## config.mk

```make
export PLATFORM = sky130hd
export DESIGN_NAME = seq_detect_ctrl
export DESIGN_NICKNAME = d
export VERILOG_FILES = /design/src/rtl/seq_detect_ctrl.sv
export SDC_FILE = /design/constraint.sdc
export NUM_CORES = 1
export LEC_CHECK = 0
export BUFFER_PORTS_ARGS = -buffer_cell sky130_fd_sc_hd__buf_4
export CAP_MARGIN = 20
export CORE_AREA = 2 2 88 65
export CTS_BUF_LIST = sky130_fd_sc_hd__clkbuf_4 sky130_fd_sc_hd__clkbuf_8
export DETAILED_ROUTE_END_ITERATION = 10
export DIE_AREA = 0 0 90 67
export GPL_ROUTABILITY_DRIVEN = 0
export PLACE_DENSITY_LB_ADDON = 0.1
export SLEW_MARGIN = 10
export SYNTH_ARGS = -nofsm -noshare
export SYNTH_HDL_FRONTEND = slang
export SYNTH_SLANG_ARGS = --single-unit
```

## constraint.sdc

```tcl
create_clock -name clk -period 2.6 [get_ports clk]
set_clock_uncertainty 0.1 [all_clocks]
set_input_delay 0.13 -clock clk [delete_from_list [all_inputs] [get_ports clk]]
set_output_delay 0.13 -clock clk [all_outputs]
set_load 0.01 [all_outputs]
```

## src/rtl/seq_detect_ctrl.sv

```systemverilog
// seq_detect_ctrl: configurable serial pattern-detection controller.
// Software programs a pattern, its length, overlap mode and a match target
// through a valid/ready config port. The block then runs detection on a
// qualified single-bit stream, counting matches and entering DONE when the
// target is reached (target 0 = run until abort/reconfig/reset).
//
// Ports:
//   clk, rst                  clock, synchronous active-high reset
//   cfg_valid / cfg_ready     config handshake (ready whenever not in RUN)
//   cfg_pattern, cfg_len      pattern (bit [len-1] received first) and length
//   cfg_overlap, cfg_target   overlap mode, matches needed for done (0 = none)
//   cfg_err                   one-cycle pulse: config rejected (bad length)
//   start, abort              begin/restart detection, stop back to ARMED
//   in, in_valid              serial data bit and its qualifier
//   busy, match, match_count  RUN indicator, per-match pulse, match counter
//   done                      high while in DONE
module seq_detect_ctrl #(
    parameter int unsigned PAT_W = 8,
    parameter int unsigned CNT_W = 8
) (
    input  logic                       clk,
    input  logic                       rst,
    input  logic                       cfg_valid,
    output logic                       cfg_ready,
    input  logic [PAT_W-1:0]           cfg_pattern,
    input  logic [$clog2(PAT_W+1)-1:0] cfg_len,
    input  logic                       cfg_overlap,
    input  logic [CNT_W-1:0]           cfg_target,
    output logic                       cfg_err,
    input  logic                       start,
    input  logic                       abort,
    input  logic                       in,
    input  logic                       in_valid,
    output logic                       busy,
    output logic                       match,
    output logic [CNT_W-1:0]           match_count,
    output logic                       done
);

    localparam int unsigned LEN_W = $clog2(PAT_W + 1);

    typedef enum logic [1:0] {
        S_IDLE  = 2'd0,
        S_ARMED = 2'd1,
        S_RUN   = 2'd2,
        S_DONE  = 2'd3
    } state_e;

    state_e             state_q, state_d;
    logic [PAT_W-1:0]   window_q, window_d;
    logic [LEN_W-1:0]   fill_q, fill_d;
    logic [PAT_W-1:0]   pat_q, pat_d;
    logic [LEN_W-1:0]   len_q, len_d;
    logic               ovl_q, ovl_d;
    logic [CNT_W-1:0]   tgt_q, tgt_d;
    logic [CNT_W-1:0]   cnt_q, cnt_d;
    logic               match_q, match_d;
    logic               cfg_err_q, cfg_err_d;
    logic               cfg_ready_q, cfg_ready_d;
    logic               busy_q, busy_d;
    logic               done_q, done_d;

    logic [PAT_W-1:0]   len_mask;
    logic [PAT_W-1:0]   win_shift;
    logic [LEN_W-1:0]   fill_inc;
    logic [CNT_W-1:0]   cnt_inc;
    logic               cfg_len_ok;
    logic               hit;

    // Mask selecting the low len_q bits of window and pattern
    always_comb begin
        len_mask = '0;
        for (int i = 0; i < int'(PAT_W); i++) begin
            len_mask[i] = (i < int'(len_q));
        end
    end

    // Datapath helpers evaluated on the post-shift values
    always_comb begin
        win_shift  = {window_q[PAT_W-2:0], in};
        fill_inc   = (fill_q < LEN_W'(PAT_W)) ? fill_q + LEN_W'(1) : fill_q;
        cnt_inc    = (&cnt_q) ? cnt_q : cnt_q + CNT_W'(1);
        hit        = (fill_inc >= len_q) && ((win_shift & len_mask) == (pat_q & len_mask));
        cfg_len_ok = (cfg_len != '0) && (cfg_len <= LEN_W'(PAT_W));
    end

    // Next-state and output logic
    always_comb begin
        state_d   = state_q;
        window_d  = window_q;
        fill_d    = fill_q;
        pat_d     = pat_q;
        len_d     = len_q;
        ovl_d     = ovl_q;
        tgt_d     = tgt_q;
        cnt_d     = cnt_q;
        match_d   = 1'b0;
        cfg_err_d = 1'b0;

        unique case (state_q)
            S_RUN: begin
                // abort wins over a bit that would complete the pattern
                if (abort) begin
                    state_d = S_ARMED;
                end else if (in_valid) begin
                    window_d = win_shift;
                    fill_d   = fill_inc;
                    if (hit) begin
                        match_d = 1'b1;
                        cnt_d   = cnt_inc;
                        if (!ovl_q) begin
                            fill_d = '0;
                        end
                        if ((tgt_q != '0) && (cnt_inc == tgt_q)) begin
                            state_d = S_DONE;
                        end
                    end
                end
            end
            default: begin
                // IDLE / ARMED / DONE: config port open; a handshake drops start
                if (cfg_valid) begin
                    if (cfg_len_ok) begin
                        pat_d   = cfg_pattern;
                        len_d   = cfg_len;
                        ovl_d   = cfg_overlap;
                        tgt_d   = cfg_target;
                        state_d = S_ARMED;
                        if (state_q == S_DONE) begin
                            cnt_d = '0;
                        end
                    end else begin
                        cfg_err_d = 1'b1;
                    end
                end else if (start && (state_q != S_IDLE)) begin
                    state_d  = S_RUN;
                    window_d = '0;
                    fill_d   = '0;
                    cnt_d    = '0;
                end
            end
        endcase

        cfg_ready_d = (state_d != S_RUN);
        busy_d      = (state_d == S_RUN);
        done_d      = (state_d == S_DONE);
    end

    always_ff @(posedge clk) begin
        if (rst) begin
            state_q     <= S_IDLE;
            window_q    <= '0;
            fill_q      <= '0;
            pat_q       <= '0;
            len_q       <= '0;
            ovl_q       <= 1'b0;
            tgt_q       <= '0;
            cnt_q       <= '0;
            match_q     <= 1'b0;
            cfg_err_q   <= 1'b0;
            cfg_ready_q <= 1'b1;
            busy_q      <= 1'b0;
            done_q      <= 1'b0;
        end else begin
            state_q     <= state_d;
            window_q    <= window_d;
            fill_q      <= fill_d;
            pat_q       <= pat_d;
            len_q       <= len_d;
            ovl_q       <= ovl_d;
            tgt_q       <= tgt_d;
            cnt_q       <= cnt_d;
            match_q     <= match_d;
            cfg_err_q   <= cfg_err_d;
            cfg_ready_q <= cfg_ready_d;
            busy_q      <= busy_d;
            done_q      <= done_d;
        end
    end

    assign cfg_ready   = cfg_ready_q;
    assign cfg_err     = cfg_err_q;
    assign busy        = busy_q;
    assign match       = match_q;
    assign match_count = cnt_q;
    assign done        = done_q;

endmodule

```

# Yosys cells after proc, flatten, opt, wreduce, memory -nomap -nowiden
# Index checks and enable logic that the tools add are counted.
[classes]
muxes = 31
n_eq_ne = 13
n_reduce_logical = 15
n_addsub = 2
bitwise_logic = 5
order_cmp = 11
[ops]
columns = ["op", "count"]
rows = [
  ["$mux 8", 9],
  ["$mux 4", 8],
  ["$mux 7", 4],
  ["$and 8x8->8", 2],
  ["$eq 8x8->1", 2],
  ["$lt 3x4->1 const A", 4],
  ["$mux 2", 8],
  ["$add 8x1->8 const B", 1],
  ["$eq 2x2->1 const B", 4],
  ["$lt 1x4->1 const A", 2],
  ["$lt 2x4->1 const A", 2],
  ["$ne 2x2->1 const B", 4],
  ["$reduce_and 8->1", 1],
  ["$reduce_bool 8->1", 1],
  ["$ne 3x1->1 const B", 2],
  ["$reduce_and 6->1", 1],
  ["$add 4x1->4 const B", 1],
  ["$ge 4x4->1", 1],
  ["$le 4x4->1 const B", 1],
  ["$logic_and 1x1->1", 4],
  ["$lt 4x4->1 const B", 1],
  ["$reduce_and 4->1", 1],
  ["$reduce_bool 2->1", 2],
  ["$reduce_bool 4->1", 1],
  ["7 further kinds", 10],
]
[word_totals]
inputBits = 28
reg_bits = 47
elab_cells = 90
output_inout_bits = 13

# Depth between registers and ports, before layout
# Gate-level depths: netlist of the first run.
[depth]
depth_word = 10
depth_mapped = 11
ltp_nobuf = 10

# Worst setup path after synthesis of the first run
# Ideal clock, no wire load.
[synth_timing]
path_type = "register to register"
from = "reg fill_q[0]"
to = "reg cnt_q[1], in the netlist match_count[1]"
required_ns = 2.383
setup_ns = 0.117
t_arrival_ns = 2.429
setup_slack_ns = -0.047
stages_incl_launch_ff = 9
period_less_slack_ns = 2.647
n_path_buf = 0
cell_sequence = "dfxtp_1 ha_1 mux2_2 ha_1 a2111oi_0 nor4b_4 o21a_4 and2_1 a32o_1"
[synth_via]
elab_chain_cells = 6
elab_cells_between_ends = 7
cone_classes = "1 x add/sub; 2 x order compare; 1 x eq/ne; 1 x mux; 2 x reduce/logical"
[synth_rtl]
columns = ["item", "line_no", "text"]
rows = [
  ["start: declaration", "51", "logic [LEN_W-1:0] fill_q, fill_d;"],
  ["start signal: assignment", "167", "fill_q <= fill_d;"],
  ["$add 4x1->4 or $lt 4x4->1 (tied branches)", "81", "fill_inc = (fill_q < LEN_W'(PAT_W)) ? fill_q + LEN_W'(1) : fill_q;"],
  ["$mux 4 *", "81", ""],
  ["$ge 4x4->1 *", "83", "hit = (fill_inc >= len_q) && ((win_shift & len_mask) == (pat_q & len_mask));"],
  ["$logic_and 1x1->1 *", "83", ""],
  ["$ne 2x2->1 (no line) *", "n/a", ""],
  ["$reduce_and 6->1 (no line) *", "n/a", ""],
  ["end signal: assignment", "172", "cnt_q <= cnt_d;"],
  ["end: declaration", "56", "logic [CNT_W-1:0] cnt_q, cnt_d;"],
]
# Mark *: on every way between the ends. The rest lies on a longest branch, timed or not.
# A chain may end at the register's enable or synchronous reset.

# Worst setup path after layout of the first run
[layout_timing]
from = "in cfg_len[0]"
to = "reg cnt_q[1], in the netlist match_count[1]"
[layout_via]
elab_chain_cells = 4
elab_cells_between_ends = 5
cone_classes = "1 x order compare; 1 x eq/ne; 3 x reduce/logical"
[layout_rtl]
columns = ["item", "line_no", "text"]
rows = [
  ["start: declaration", "26", "input logic [$clog2(PAT_W+1)-1:0] cfg_len,"],
  ["$le 4x4->1 or $reduce_bool 4->1 (tied branches)", "84", "cfg_len_ok = (cfg_len != '0) && (cfg_len <= LEN_W'(PAT_W));"],
  ["$logic_and 1x1->1 *", "84", ""],
  ["$ne 3x1->1 (no line) *", "n/a", ""],
  ["$reduce_and 6->1 (no line) *", "n/a", ""],
]
# Marked as above.

==> results of run 1 <==
-- synth_stat cells, types with 3 or more instances --
| library cell | instances |
|---|---|
| sky130_fd_sc_hd__a21oi_1 | 28 |
| sky130_fd_sc_hd__nand4_1 | 3 |
| sky130_fd_sc_hd__inv_1 | 13 |
| sky130_fd_sc_hd__o21ai_0 | 10 |
| sky130_fd_sc_hd__a22oi_1 | 8 |
| sky130_fd_sc_hd__and2_1 | 3 |
| sky130_fd_sc_hd__a2111oi_0 | 3 |
| sky130_fd_sc_hd__a32o_1 | 4 |
| sky130_fd_sc_hd__ha_1 | 6 |
| sky130_fd_sc_hd__and3_1 | 7 |
| sky130_fd_sc_hd__nor2_1 | 24 |
| sky130_fd_sc_hd__nand2_1 | 34 |
| sky130_fd_sc_hd__xnor2_1 | 9 |
| sky130_fd_sc_hd__nor3_1 | 5 |
| sky130_fd_sc_hd__a31oi_1 | 4 |
| sky130_fd_sc_hd__dfxtp_1 | 47 |
| sky130_fd_sc_hd__clkbuf_1 | 10 |
| sky130_fd_sc_hd__o21ai_1 | 3 |
| sky130_fd_sc_hd__o22ai_1 | 3 |
| sky130_fd_sc_hd__nor2b_1 | 6 |
| sky130_fd_sc_hd__nand2b_1 | 6 |
| sky130_fd_sc_hd__buf_2 | 5 |
| sky130_fd_sc_hd__nand3_1 | 29 |
| sky130_fd_sc_hd__xor2_1 | 6 |
-- placed cells by master (no fill, tap or decap), drive strengths merged, types with 3 or more instances in the layout --
cell,instances
and2,4
dlygate4sd3,22
nor2,24
xnor2,9
dfxtp,47
nand3,30
clkbuf,5
a22oi,8
ha,6
nand2,34
nand2b,6
buf,76
and3,7
a21oi,28
a311oi,3
o22ai,3
a31oi,4
a32o,4
xor2,6
a31o,4
a41oi,3
inv,14
nand4,3
o21ai,13
nor3,5
a2111oi,3
nor2b,6
-- repair_timing --
item / CTS / global route
hold buffers: 22 / 0
hold endpoints to repair: 22 / 0
resized for setup: 1 / 23
setup buffers: 1 / 6
setup endpoints to repair: 4 / 16
pin swaps: 0 / 15
-- flip-flops by register name, summed over array words and instances, names as in the netlist, 2 cells and up --
signal and flops:
window_q 7, pat_q 8, len_q 4, state_q 2, fill_q 4, tgt_q 8
match_count 8
-- power by group through the flow --
stage / registers (µW) / logic (µW) / clock network (µW)
2_1_floorplan: 773 / 149 / 0
3_3_place_gp: 778 / 220 / 0
3_5_place_dp: 778 / 221 / 0
4_1_cts: 762 / 253 / 464
5_1_grt: 764 / 304 / 497
6_report: 762 / 280 / 459
-- metrics by stage --
step / std cells / utilization / TNS, ns / cell area, µm²
global placement: 450 / 0.625 / 0 / 3200
finish: 486 / 0.719 / 0 / 3680
global route: 486 / 0.719 / -0.0119 / 3680
CTS: 481 / 0.688 / 0 / 3520
floorplan: 326 / - / 0 / 2660
detailed placement: 450 / 0.625 / 0 / 3200
-- final cells by class --
cell class                      count  share of cell area
Sequential cell                    47               0.257
Multi-Input combinational cell    248               0.464
Clock inverter                      3             0.00645
Tap cell                           72              0.0245
Inverter                           13              0.0132
Timing Repair Buffer               98               0.216
Clock buffer                        5              0.0187
-- critical path, delay by kind of cell --
family	cells	cell delay, ns
xor gates and xnor gates	1	0.20
AOI/OAI and AO/OA	2	0.62
buffers and inverters	3	0.99
and+or+nand+nor	2	0.61
-- layer usage --
metal	GRT usage	wire, µm	vias up
li1	-	-	1376
met1	0.414	3950	1309
met2	0.361	3050	131
met3	0.0475	614	2
met4	0.0500	25	0
met5	0	0	-
-- worst min path at each step --
| stage | start | to | slack [ns] |
|---|---|---|---|
| CTS | cfg_valid | cfg_err$_SDFF_PP0_ | 0.04 |
| detailed placement | cfg_pattern[5] | pat_q[5]$_SDFFE_PP0P_ | 0.30 |
| floorplan | cfg_len[3] | len_q[3]$_SDFFE_PP0P_ | 0.17 |
| finish | cfg_valid | cfg_err$_SDFF_PP0_ | 0.06 |
| global placement | cfg_target[4] | tgt_q[4]$_SDFFE_PP0P_ | 0.29 |
| global route | cfg_valid | cfg_err$_SDFF_PP0_ | 0.08 |
-- cells by family after synthesis --
group	after synthesis
mux	3
flops	47
compound gates	93
buf+inv	31
xor+xnor	15
fa+ha+maj	6
simple gates	131
==> impl_summary.txt, run 1 <==
----------------------------------------------------
[GRT]
  Initial antenna violation count ... 0
  Global-route wire length before repair ... around 13 mm
  Via count of the first global-routing pass ... ~2500
  GRT Overall Usage ... 0.261
  Pin count of the biggest net entering global routing ... 36
  Overall overflow remaining after global route ... 0

[Logic synthesis]
  Predominant post-synthesis flop cell ... sky130_fd_sc_hd__dfxtp_1
  Post-Syn Nets ... between 300 and 400
  Post-Synth Adder-Cell Area ... 0.0282
  Distinct cell type count of the synthesized netlist ... 61
  Most area-consuming cells after synthesis ... sky130_fd_sc_hd__dfxtp_1 35%, sky130_fd_sc_hd__nand3_1 5.5%, sky130_fd_sc_hd__a21oi_1 5.3%
  Share of cell area taken by muxes after synthesis ... 0.0122
  Fraction of synthesized cell area in xor and xnor cells ... 0.0494
  Cell Area, Synth ... roughly 2700 µm²
  Fraction of the yosys area taken by sequential cells ... 0.354
  Post-synthesis cell type with the largest combined area ... sky130_fd_sc_hd__dfxtp_1
  Async set or reset register ratio after synthesis ... 0
  Main combinational cell family by area after synthesis ... compound AO/OA/AOI/OAI gates
  Share of the synthesized area in the top cell type ... 0.354
  Syn_area_per_cell ... 8.16 µm²
  Yosys reg bits ... between 40 and 50
  Fraction of the mapped netlist area in compound gates ... 0.254
  Post-synthesis share of cell area spent on and, or, nand and nor gates ... 0.252
  Yosys Warn Count ... 0
  Post-synthesis instance total ... 326
  Number of flops mapped to enable cells by yosys ... 0

[STA]
  Max_slew headroom ... 0.598
  Actual transition at the worst max-transition pin ... 0.599 ns
  Period Utilization, post-route ... 0.947
  Post-layout worst setup margin ... roughly 0.14 ns
  WHS ... ~0.055 ns
  Count of endpoints failing setup in the final report ... 0
  Achievable Freq ... between 400 and 500 MHz
  Final critical path time including I/O delays and setup ... 2.46 ns
  Slew Limit Fails ... 0
  Number of failing hold endpoints at the final stage ... 0

[Status]
  Run status ... finished, final reports clean

[Worst setup path]
  Worst endpoint required time ... about 2.7 ns
  Worst R2R Path Depth ... 8
  Critical Path Start ... cfg_len[0]
  Critical path's largest stage delay ... 0.53 ns
  Setup slack of the worst register-to-register path ... ~0.15 ns
  Slowest stage cell, crit path ... sky130_fd_sc_hd__dlygate4sd3_1
  Crit path to ... match_count[1]$_SDFFE_PP0P_
  Worst Setup End Kind ... register
  Crit path max fanout ... 25
  Data arrival, critical path ... about 2.6 ns
  List of cells traversed by the critical path ... dlygate4sd3_1 > buf_4 > nor3_1 > xnor2_2 > buf_4 > a41o_1 > nor2_1 > a32o_1
  Crit Reg-Reg Endpoint ... match_count[6]$_SDFFE_PP0P_
  Start-to-end type of the worst setup path ... in -> reg
  Worst flop-to-flop path startpoint ... fill_q[1]$_SDFFE_PP0P_
  Worst Setup Start Kind ... input port
  Most frequent cell on the critical path ... sky130_fd_sc_hd__buf_4

[Floorplan]
  Die extent in y ... between 60 and 70 µm
  Core Area ... 5120 µm²
  DIE AREA ... roughly 6000 µm²
  Placement Rows ... 22
  Number of top-level pins ... slightly above 40
  Die W ... 90 µm
  Starting density of the core ... 0.520

[Clock network]
  Largest buffer count on any clock path ... 2
  Root Buffer ... sky130_fd_sc_hd__clkbuf_8
  Number of H-tree levels ... 2
  Number of buffers created by CTS ... 5
  CTS Sinks ... 47
  Clk_lat worst skew ... 0.30 ns
  Post-CTS clock slew at the launch and capture registers of the worst setup and hold paths ... approximately 0.090 ns
  Clock tree from TritonCTS ... yes

[Cells and area]
  Fraction of layout instances using a drive strength above 1 ... 0.266
  Total Nets Final ... ~450
  Footprint of the multi-input gates ... between 1500 and 2000 µm²
  # fillers ... ~420
  Area delta synth->final ... 38.5%
  Sequential standard cell area ... 948 µm²
  Antenna diode instance count ... 0

[Power and ir drop]
  Internal power component ... ~1100 µW
  Sequential fraction of design power ... 0.508
  Static leakage power ... between 0.001 and 0.0015 µW
  Maximum vdd drop ... approximately 310 µV
  Sw frac ... 0.284
  Total power of the final layout ... around 1500 µW
  Power density cells ... 407 nW/µm²
  Sw power ... 426 µW
  Relative contribution of the clock network to total power ... 0.306
  Power share of the combinational group ... 0.187

[Detailed routing]
  Wire length after detailed routing ... 7.63 mm
  Remaining DRCs ... 0
  Detailed Routing Iterations Pass 1 ... 5
  Detailed router's first-iteration violation count ... around 260
  Via/cell ratio ... 5.80
  Number of nets with antenna violations after detailed routing ... 0
  Routed length per placed instance ... around 16 µm
  Number of vias after detailed routing ... between 2000 and 3000

[Place]
  Final HPWL from detailed placement ... about 5.4 mm
  Post-Place Setup Slack ... roughly 0.00021 ns
  Total of buffers placed on input and output ports ... 40

[Worst hold path]
  Depth of the worst hold-timing path ... 3
  Hold crit path type ... in -> reg

[Run]
  Maximum Capacitance Violations ... 0

----------------------------------------------------
Power figures use the tool's default switching activity.
==> run 2, diff against run 1 <==
Settings changed: HOLD_SLACK_MARGIN set to 0.06.
==> impl_summary.txt, run 2 (synthesis results as in run 1) <==
----------------------------------------------------
[Worst setup path]
  Crit Reg-Reg Endpoint ... match_count[6]$_SDFFE_PP0P_
  Worst Setup End Kind ... register
  Critical path's largest stage delay ... just under 0.4 ns
  Worst flop-to-flop path startpoint ... fill_q[1]$_SDFFE_PP0P_
  Crit path max fanout ... 7
  List of cells traversed by the critical path ... ha_4 > mux2_4 > ha_4 > a2111oi_4 > nor4b_4 > o21a_4 > and3_2 > a311oi_2
  Slowest stage cell, crit path ... sky130_fd_sc_hd__a2111oi_4
  Worst endpoint required time ... ~2.7 ns
  Setup slack of the worst register-to-register path ... ~0.15 ns
  Worst R2R Path Depth ... 8
  Dominant delay contributor by cell family on the critical path ... compound AO/OA/AOI/OAI gates
  Data arrival, critical path ... ~2.6 ns
  Buf+Inv Stages, Crit Path ... 0
  Worst Setup Start Kind ... register
  Most frequent cell on the critical path ... sky130_fd_sc_hd__ha_4
  Start-to-end type of the worst setup path ... reg -> reg

[STA]
  Number of failing hold endpoints at the final stage ... 0
  Achievable Freq ... 408 MHz
  Final critical path time including I/O delays and setup ... about 2.4 ns
  Slew Limit Fails ... 0
  Actual transition at the worst max-transition pin ... around 0.58 ns
  Period Utilization, post-route ... 0.942
  Count of endpoints failing setup in the final report ... 0
  Max_slew headroom ... 0.610
  Post-layout worst setup margin ... approximately 0.15 ns

[Detailed routing]
  Number of vias after detailed routing ... 2818
  Wire length after detailed routing ... 7.60 mm
  Via/cell ratio ... 5.79
  Detailed router's first-iteration violation count ... 300
  Remaining DRCs ... 0
  Routed length per placed instance ... between 15 and 20 µm
  Detailed Routing Iterations Pass 1 ... 5
  Number of nets with antenna violations after detailed routing ... 0

[Power and ir drop]
  Power density cells ... between 400 and 500 nW/µm²
  Sequential fraction of design power ... 0.507
  Static leakage power ... 0.00147 µW
  Internal power component ... between 1000 and 1500 µW
  Sw power ... between 400 and 500 µW
  Sw frac ... 0.285
  Relative contribution of the clock network to total power ... 0.307
  Maximum vdd drop ... about 310 µV
  Power share of the combinational group ... 0.187

[Status]
  Run status ... finished, final reports clean

[Place]
  Total of buffers placed on input and output ports ... 40
  Post-Place Setup Slack ... between 0.0002 and 0.00025 ns
  Final HPWL from detailed placement ... 5.40 mm
  Number of cells in the design after placement ... 450

[Clock network]
  Clock tree from TritonCTS ... yes
  Root Buffer ... sky130_fd_sc_hd__clkbuf_8
  Post-CTS clock slew at the launch and capture registers of the worst setup and hold paths ... roughly 0.1 ns
  Number of H-tree levels ... 2
  Clk_lat worst skew ... 0.30 ns
  Number of buffers created by CTS ... 5
  Largest buffer count on any clock path ... 2
  CTS Sinks ... 47

[Worst hold path]
  Depth of the worst hold-timing path ... 2
  Endpoint, Worst Hold ... window_q[6]$_SDFFE_PP0P_
  Launch point of the worst hold path ... rst
  Hold crit path type ... in -> reg

[Cells and area]
  Antenna diode instance count ... 0
  Total Nets Final ... between 400 and 500
  Utilization after layout ... 0.721
  Area delta synth->final ... 38.9%
  # fillers ... 420
  Number of standard cells in the layout, taps in and fillers out ... slightly below 500
  Most frequent cells in the layout ... 75 x sky130_fd_sc_hd__buf_4, 43 x sky130_fd_sc_hd__dfxtp_1, 34 x sky130_fd_sc_hd__nand2_1, 29 x sky130_fd_sc_hd__nand3_1, 28 x sky130_fd_sc_hd__a21oi_1
  Most common cell after layout, fill and taps aside ... sky130_fd_sc_hd__buf_4
  Fraction of layout instances using a drive strength above 1 ... 0.265

[GRT]
  GRT Overall Usage ... 0.262
  Pin count of the biggest net entering global routing ... 36
  Overall overflow remaining after global route ... 0
  Global-route wire length before repair ... approximately 13 mm
  Initial antenna violation count ... 0
  Via count of the first global-routing pass ... between 2000 and 2500

[Floorplan]
  Die extent in y ... 67 µm
  Die W ... 90 µm
  Starting density of the core ... 0.520
  Placement Rows ... 22
  Number of top-level pins ... 41
  Core Area ... 5120 µm²
  DIE AREA ... roughly 6000 µm²

[Run]
  Maximum Capacitance Violations ... 0

----------------------------------------------------
-- run 2: cell count changes in the layout (fill, tap and decap cells not counted) --
cell	previous run	this run
sky130_fd_sc_hd__dlygate4sd3_1	22	23
-- run 2: power groups by stage --
stage / clock [µW] / sequential (µW) / combinational, µW
2_1_floorplan: 0 / 773 / 149
3_3_place_gp: 0 / 778 / 220
3_5_place_dp: 0 / 778 / 221
4_1_cts: 464 / 762 / 254
5_1_grt: 497 / 764 / 306
6_report: 461 / 761 / 281
-- run 2: how the worst max path moves through the flow --
stage,cells past startpoint,endpoint,slack [ns],startpoint
finish,8,match_count[6]$_SDFFE_PP0P_,0.15,fill_q[1]$_SDFFE_PP0P_
detailed placement,11,match_count[1]$_SDFFE_PP0P_,0.0002,fill_q[1]$_SDFFE_PP0P_
global route,7,busy$_SDFF_PP0_,-0.01,match_count[0]$_SDFFE_PP0P_
CTS,9,match_count[6]$_SDFFE_PP0P_,0.006,fill_q[0]$_SDFFE_PP0P_
global placement,9,match_count[1]$_SDFFE_PP0P_,0.10,fill_q[1]$_SDFFE_PP0P_
floorplan,8,match_count[1]$_SDFFE_PP0P_,0.07,fill_q[0]$_SDFFE_PP0P_
-- run 2: layout make-up --
| type | instances | area [µm²] | share of cell area |
|---|---|---|---|
| Multi-Input combinational cell | 248 | 1710 | 0.463 |
| Clock inverter | 3 | 23.8 | 0.00644 |
| Inverter | 13 | 48.8 | 0.0132 |
| Timing Repair Buffer | 99 | 805 | 0.218 |
| Clock buffer | 5 | 68.8 | 0.0186 |
| Sequential cell | 47 | 948 | 0.257 |
| Tap cell | 72 | 90.1 | 0.0244 |
-- run 2: through the flow --
stage | total power [µW] | TNS [ns] | instance area [µm²] | hold WS [ns]
5_1_grt | 1570 | -0.0119 | 3690 | 0.131
3_5_place_dp | 999 | 0 | 3200 | 0.300
4_1_cts | 1480 | 0 | 3530 | 0.115
6_report | 1500 | 0 | 3690 | 0.116
2_1_floorplan | 922 | 0 | 2660 | 0.169
3_3_place_gp | 997 | 0 | 3200 | 0.294
-- run 2: timing repair --
item | in CTS | in global routing
endpoints found under the setup margin | 4 | 16
resized for setup | 1 | 23
endpoints found under the hold margin | 23 | 0
buffers inserted | 1 | 6
pin swaps | 0 | 15
hold buffers | 23 | 0
-- run 2: routing by layer --
metal	share of wire	wire length, µm	GRT usage
met1	0.51	3910	0.415
met2	0.40	3020	0.361
met4	0.0051	39	0.0500
met5	0	0	0
met3	0.083	628	0.0475
==> run 3, diff against run 2 <==
==> constraint.sdc (replaced) <==
create_clock -name clk -period 2.6 [get_ports clk]
set_clock_uncertainty 0.1 [all_clocks]
set_input_delay 0.65 -clock clk [delete_from_list [all_inputs] [get_ports clk]]
set_output_delay 0.65 -clock clk [all_outputs]
set_load 0.01 [all_outputs]
==> impl_summary.txt, run 3 (synthesis results as in run 1) <==
----------------------------------------------------
[Status]
  Run status ... finished, final reports clean

[Floorplan]
  Number of top-level pins ... a little over 40
  Starting density of the core ... 0.520
  Core Area ... ~5100 µm²
  Placement Rows ... 22
  Die W ... 90 µm
  Die extent in y ... between 60 and 70 µm
  DIE AREA ... 6030 µm²

[Worst setup path]
  Crit path max fanout ... 4
  Dominant delay contributor by cell family on the critical path ... compound AO/OA/AOI/OAI gates
  Start-to-end type of the worst setup path ... reg -> reg
  List of cells traversed by the critical path ... ha_4 > mux2_2 > ha_1 > a2111oi_4 > buf_4 > nor4b_4 > o211ai_1 > a32o_1
  Critical path's largest stage delay ... approximately 0.37 ns
  Data arrival, critical path ... 2.67 ns
  Worst endpoint required time ... around 2.7 ns
  Buf+Inv Stages, Crit Path ... 1
  Worst Setup End Kind ... register
  Slowest stage cell, crit path ... sky130_fd_sc_hd__dfxtp_4
  Worst Setup Start Kind ... register

[Clock network]
  Root Buffer ... sky130_fd_sc_hd__clkbuf_8
  Number of buffers created by CTS ... 5
  CTS Hold Buffers Added ... 0
  Clk_lat worst skew ... approximately 0.3 ns
  Post-CTS clock slew at the launch and capture registers of the worst setup and hold paths ... approximately 0.09 ns
  Largest buffer count on any clock path ... 2
  Number of H-tree levels ... 2
  Clock tree from TritonCTS ... yes
  CTS Sinks ... 47

[Power and ir drop]
  Maximum vdd drop ... 311 µV
  Static leakage power ... 0.00135 µW
  Power density cells ... 455 nW/µm²

[Detailed routing]
  Wire length after detailed routing ... about 7.4 mm
  Routed length per placed instance ... between 15 and 20 µm
  Number of nets with antenna violations after detailed routing ... 0
  Detailed router's first-iteration violation count ... 174
  Detailed Routing Iterations Pass 1 ... 5
  Remaining DRCs ... 0
  Number of vias after detailed routing ... ~2700
  Via/cell ratio ... about 5.9

[GRT]
  GRT Overall Usage ... 0.247
  Initial antenna violation count ... 0
  Global-route wire length before repair ... 11.8 mm
  Via count of the first global-routing pass ... roughly 2300
  Overall overflow remaining after global route ... 0
  Pin count of the biggest net entering global routing ... 36

[STA]
  Final critical path time including I/O delays and setup ... between 2 and 3 ns
  Count of endpoints failing setup in the final report ... 0
  Max_slew headroom ... 0.515
  Setup repair after global routing missed its margin ... yes
  Achievable Freq ... between 300 and 400 MHz
  Slew Limit Fails ... 0
  Accumulated negative setup slack ... 0 ns
  Number of failing hold endpoints at the final stage ... 0
  Post-layout worst setup margin ... about 0.027 ns
  Actual transition at the worst max-transition pin ... about 0.72 ns
  Period Utilization, post-route ... 0.990

[Place]
  Total of buffers placed on input and output ports ... 40
  Final HPWL from detailed placement ... approximately 5.3 mm
  Post-Place Setup Slack ... about 0.012 ns
  Number of cells in the design after placement ... about 450

[Cells and area]
  Fraction of layout instances using a drive strength above 1 ... 0.269
  Most common cell after layout, fill and taps aside ... sky130_fd_sc_hd__buf_4
  Antenna diode instance count ... 0
  Area delta synth->final ... 28.0%
  Number of standard cells in the layout, taps in and fillers out ... around 460
  Most frequent cells in the layout ... 70 x sky130_fd_sc_hd__buf_4, 44 x sky130_fd_sc_hd__dfxtp_1, 34 x sky130_fd_sc_hd__nand2_1, 28 x sky130_fd_sc_hd__a21oi_1, 28 x sky130_fd_sc_hd__nand3_1
  Total Nets Final ... 420

[Run]
  Maximum Capacitance Violations ... 0

[Worst hold path]
  Hold crit path type ... reg -> reg

----------------------------------------------------
run 3: cell types whose count changed in the layout (fill, tap and decap cells not counted), moves of 2 or more:
cell	previous run	this run
sky130_fd_sc_hd__ha_4	3	1
sky130_fd_sc_hd__dlygate4sd3_1	23	0
sky130_fd_sc_hd__clkinvlp_4	2	0
sky130_fd_sc_hd__buf_4	75	70
run 3: final timing paths:
kind                          startpoint  depth (start not counted)                endpoint  slack (ns)
setup / recovery  fill_q[1]$_SDFFE_PP0P_                          8  fill_q[2]$_SDFFE_PP0P_        0.03
hold / removal        ovl_q$_SDFFE_PP0P_                          2      ovl_q$_SDFFE_PP0P_        0.38
setup reg to reg  fill_q[1]$_SDFFE_PP0P_                          8  fill_q[2]$_SDFFE_PP0P_        0.03
hold reg to reg       ovl_q$_SDFFE_PP0P_                          2      ovl_q$_SDFFE_PP0P_        0.38
run 3: stage by stage:
| stage | hold WS (ns) | utilization | cell area [µm²] | total power, µW |
|---|---|---|---|---|
| 2_1_floorplan | 0.336 | - | 2660 | 922 |
| 3_3_place_gp | 0.347 | 0.623 | 3190 | 997 |
| 3_5_place_dp | 0.362 | 0.623 | 3190 | 999 |
| 4_1_cts | 0.376 | 0.647 | 3310 | 1540 |
| 5_1_grt | 0.410 | 0.665 | 3400 | 1610 |
| 6_report | 0.381 | 0.665 | 3400 | 1550 |
run 3: routing by layer:
layer	wire (µm)	GRT usage	vias to the layer above
met4	51	0.0500	0
li1	-	-	1319
met1	3850	0.392	1234
met3	651	0.0611	8
met2	2880	0.325	131
met5	0	0	-
run 3: repair_timing:
action | CTS | global route
setup endpoints to repair | 3 | 15
gates cloned | 0 | 1
pin swaps | 0 | 16
endpoints found under the hold margin | 0 | 0
gates resized for setup | 2 | 18
buffers inserted | 0 | 1
run 3: cell type report:
class | count | area, µm²
fillers | 443 | 1720
repair buffers | 70 | 526
clock inverters | 3 | 43.8
inverters | 13 | 48.8
flip-flops and latches | 47 | 947
clock buffers | 5 | 68.8
multi-input cells | 249 | 1680
well taps | 72 | 90.1
run 3: report_power, final:
part	internal [µW]	total, µW	switching [µW]	leakage, µW
registers	739	762	23.4	0.000383
clock network	287	547	260	0.0000581
logic	108	239	130	0.000911
total	1130	1550	414	0.00135
run 3: worst reg2reg max path, delay by kind of cell, from the launching register on:
family / cells / cell delay (ns)
AO/OA/AOI/OAI: 3 / 0.68
buffers and inverters: 1 / 0.14
AND/OR/NAND/NOR: 1 / 0.37
adder cells (fa/ha/maj): 2 / 0.54
flip-flops: 1 / 0.37
multiplexers: 1 / 0.27
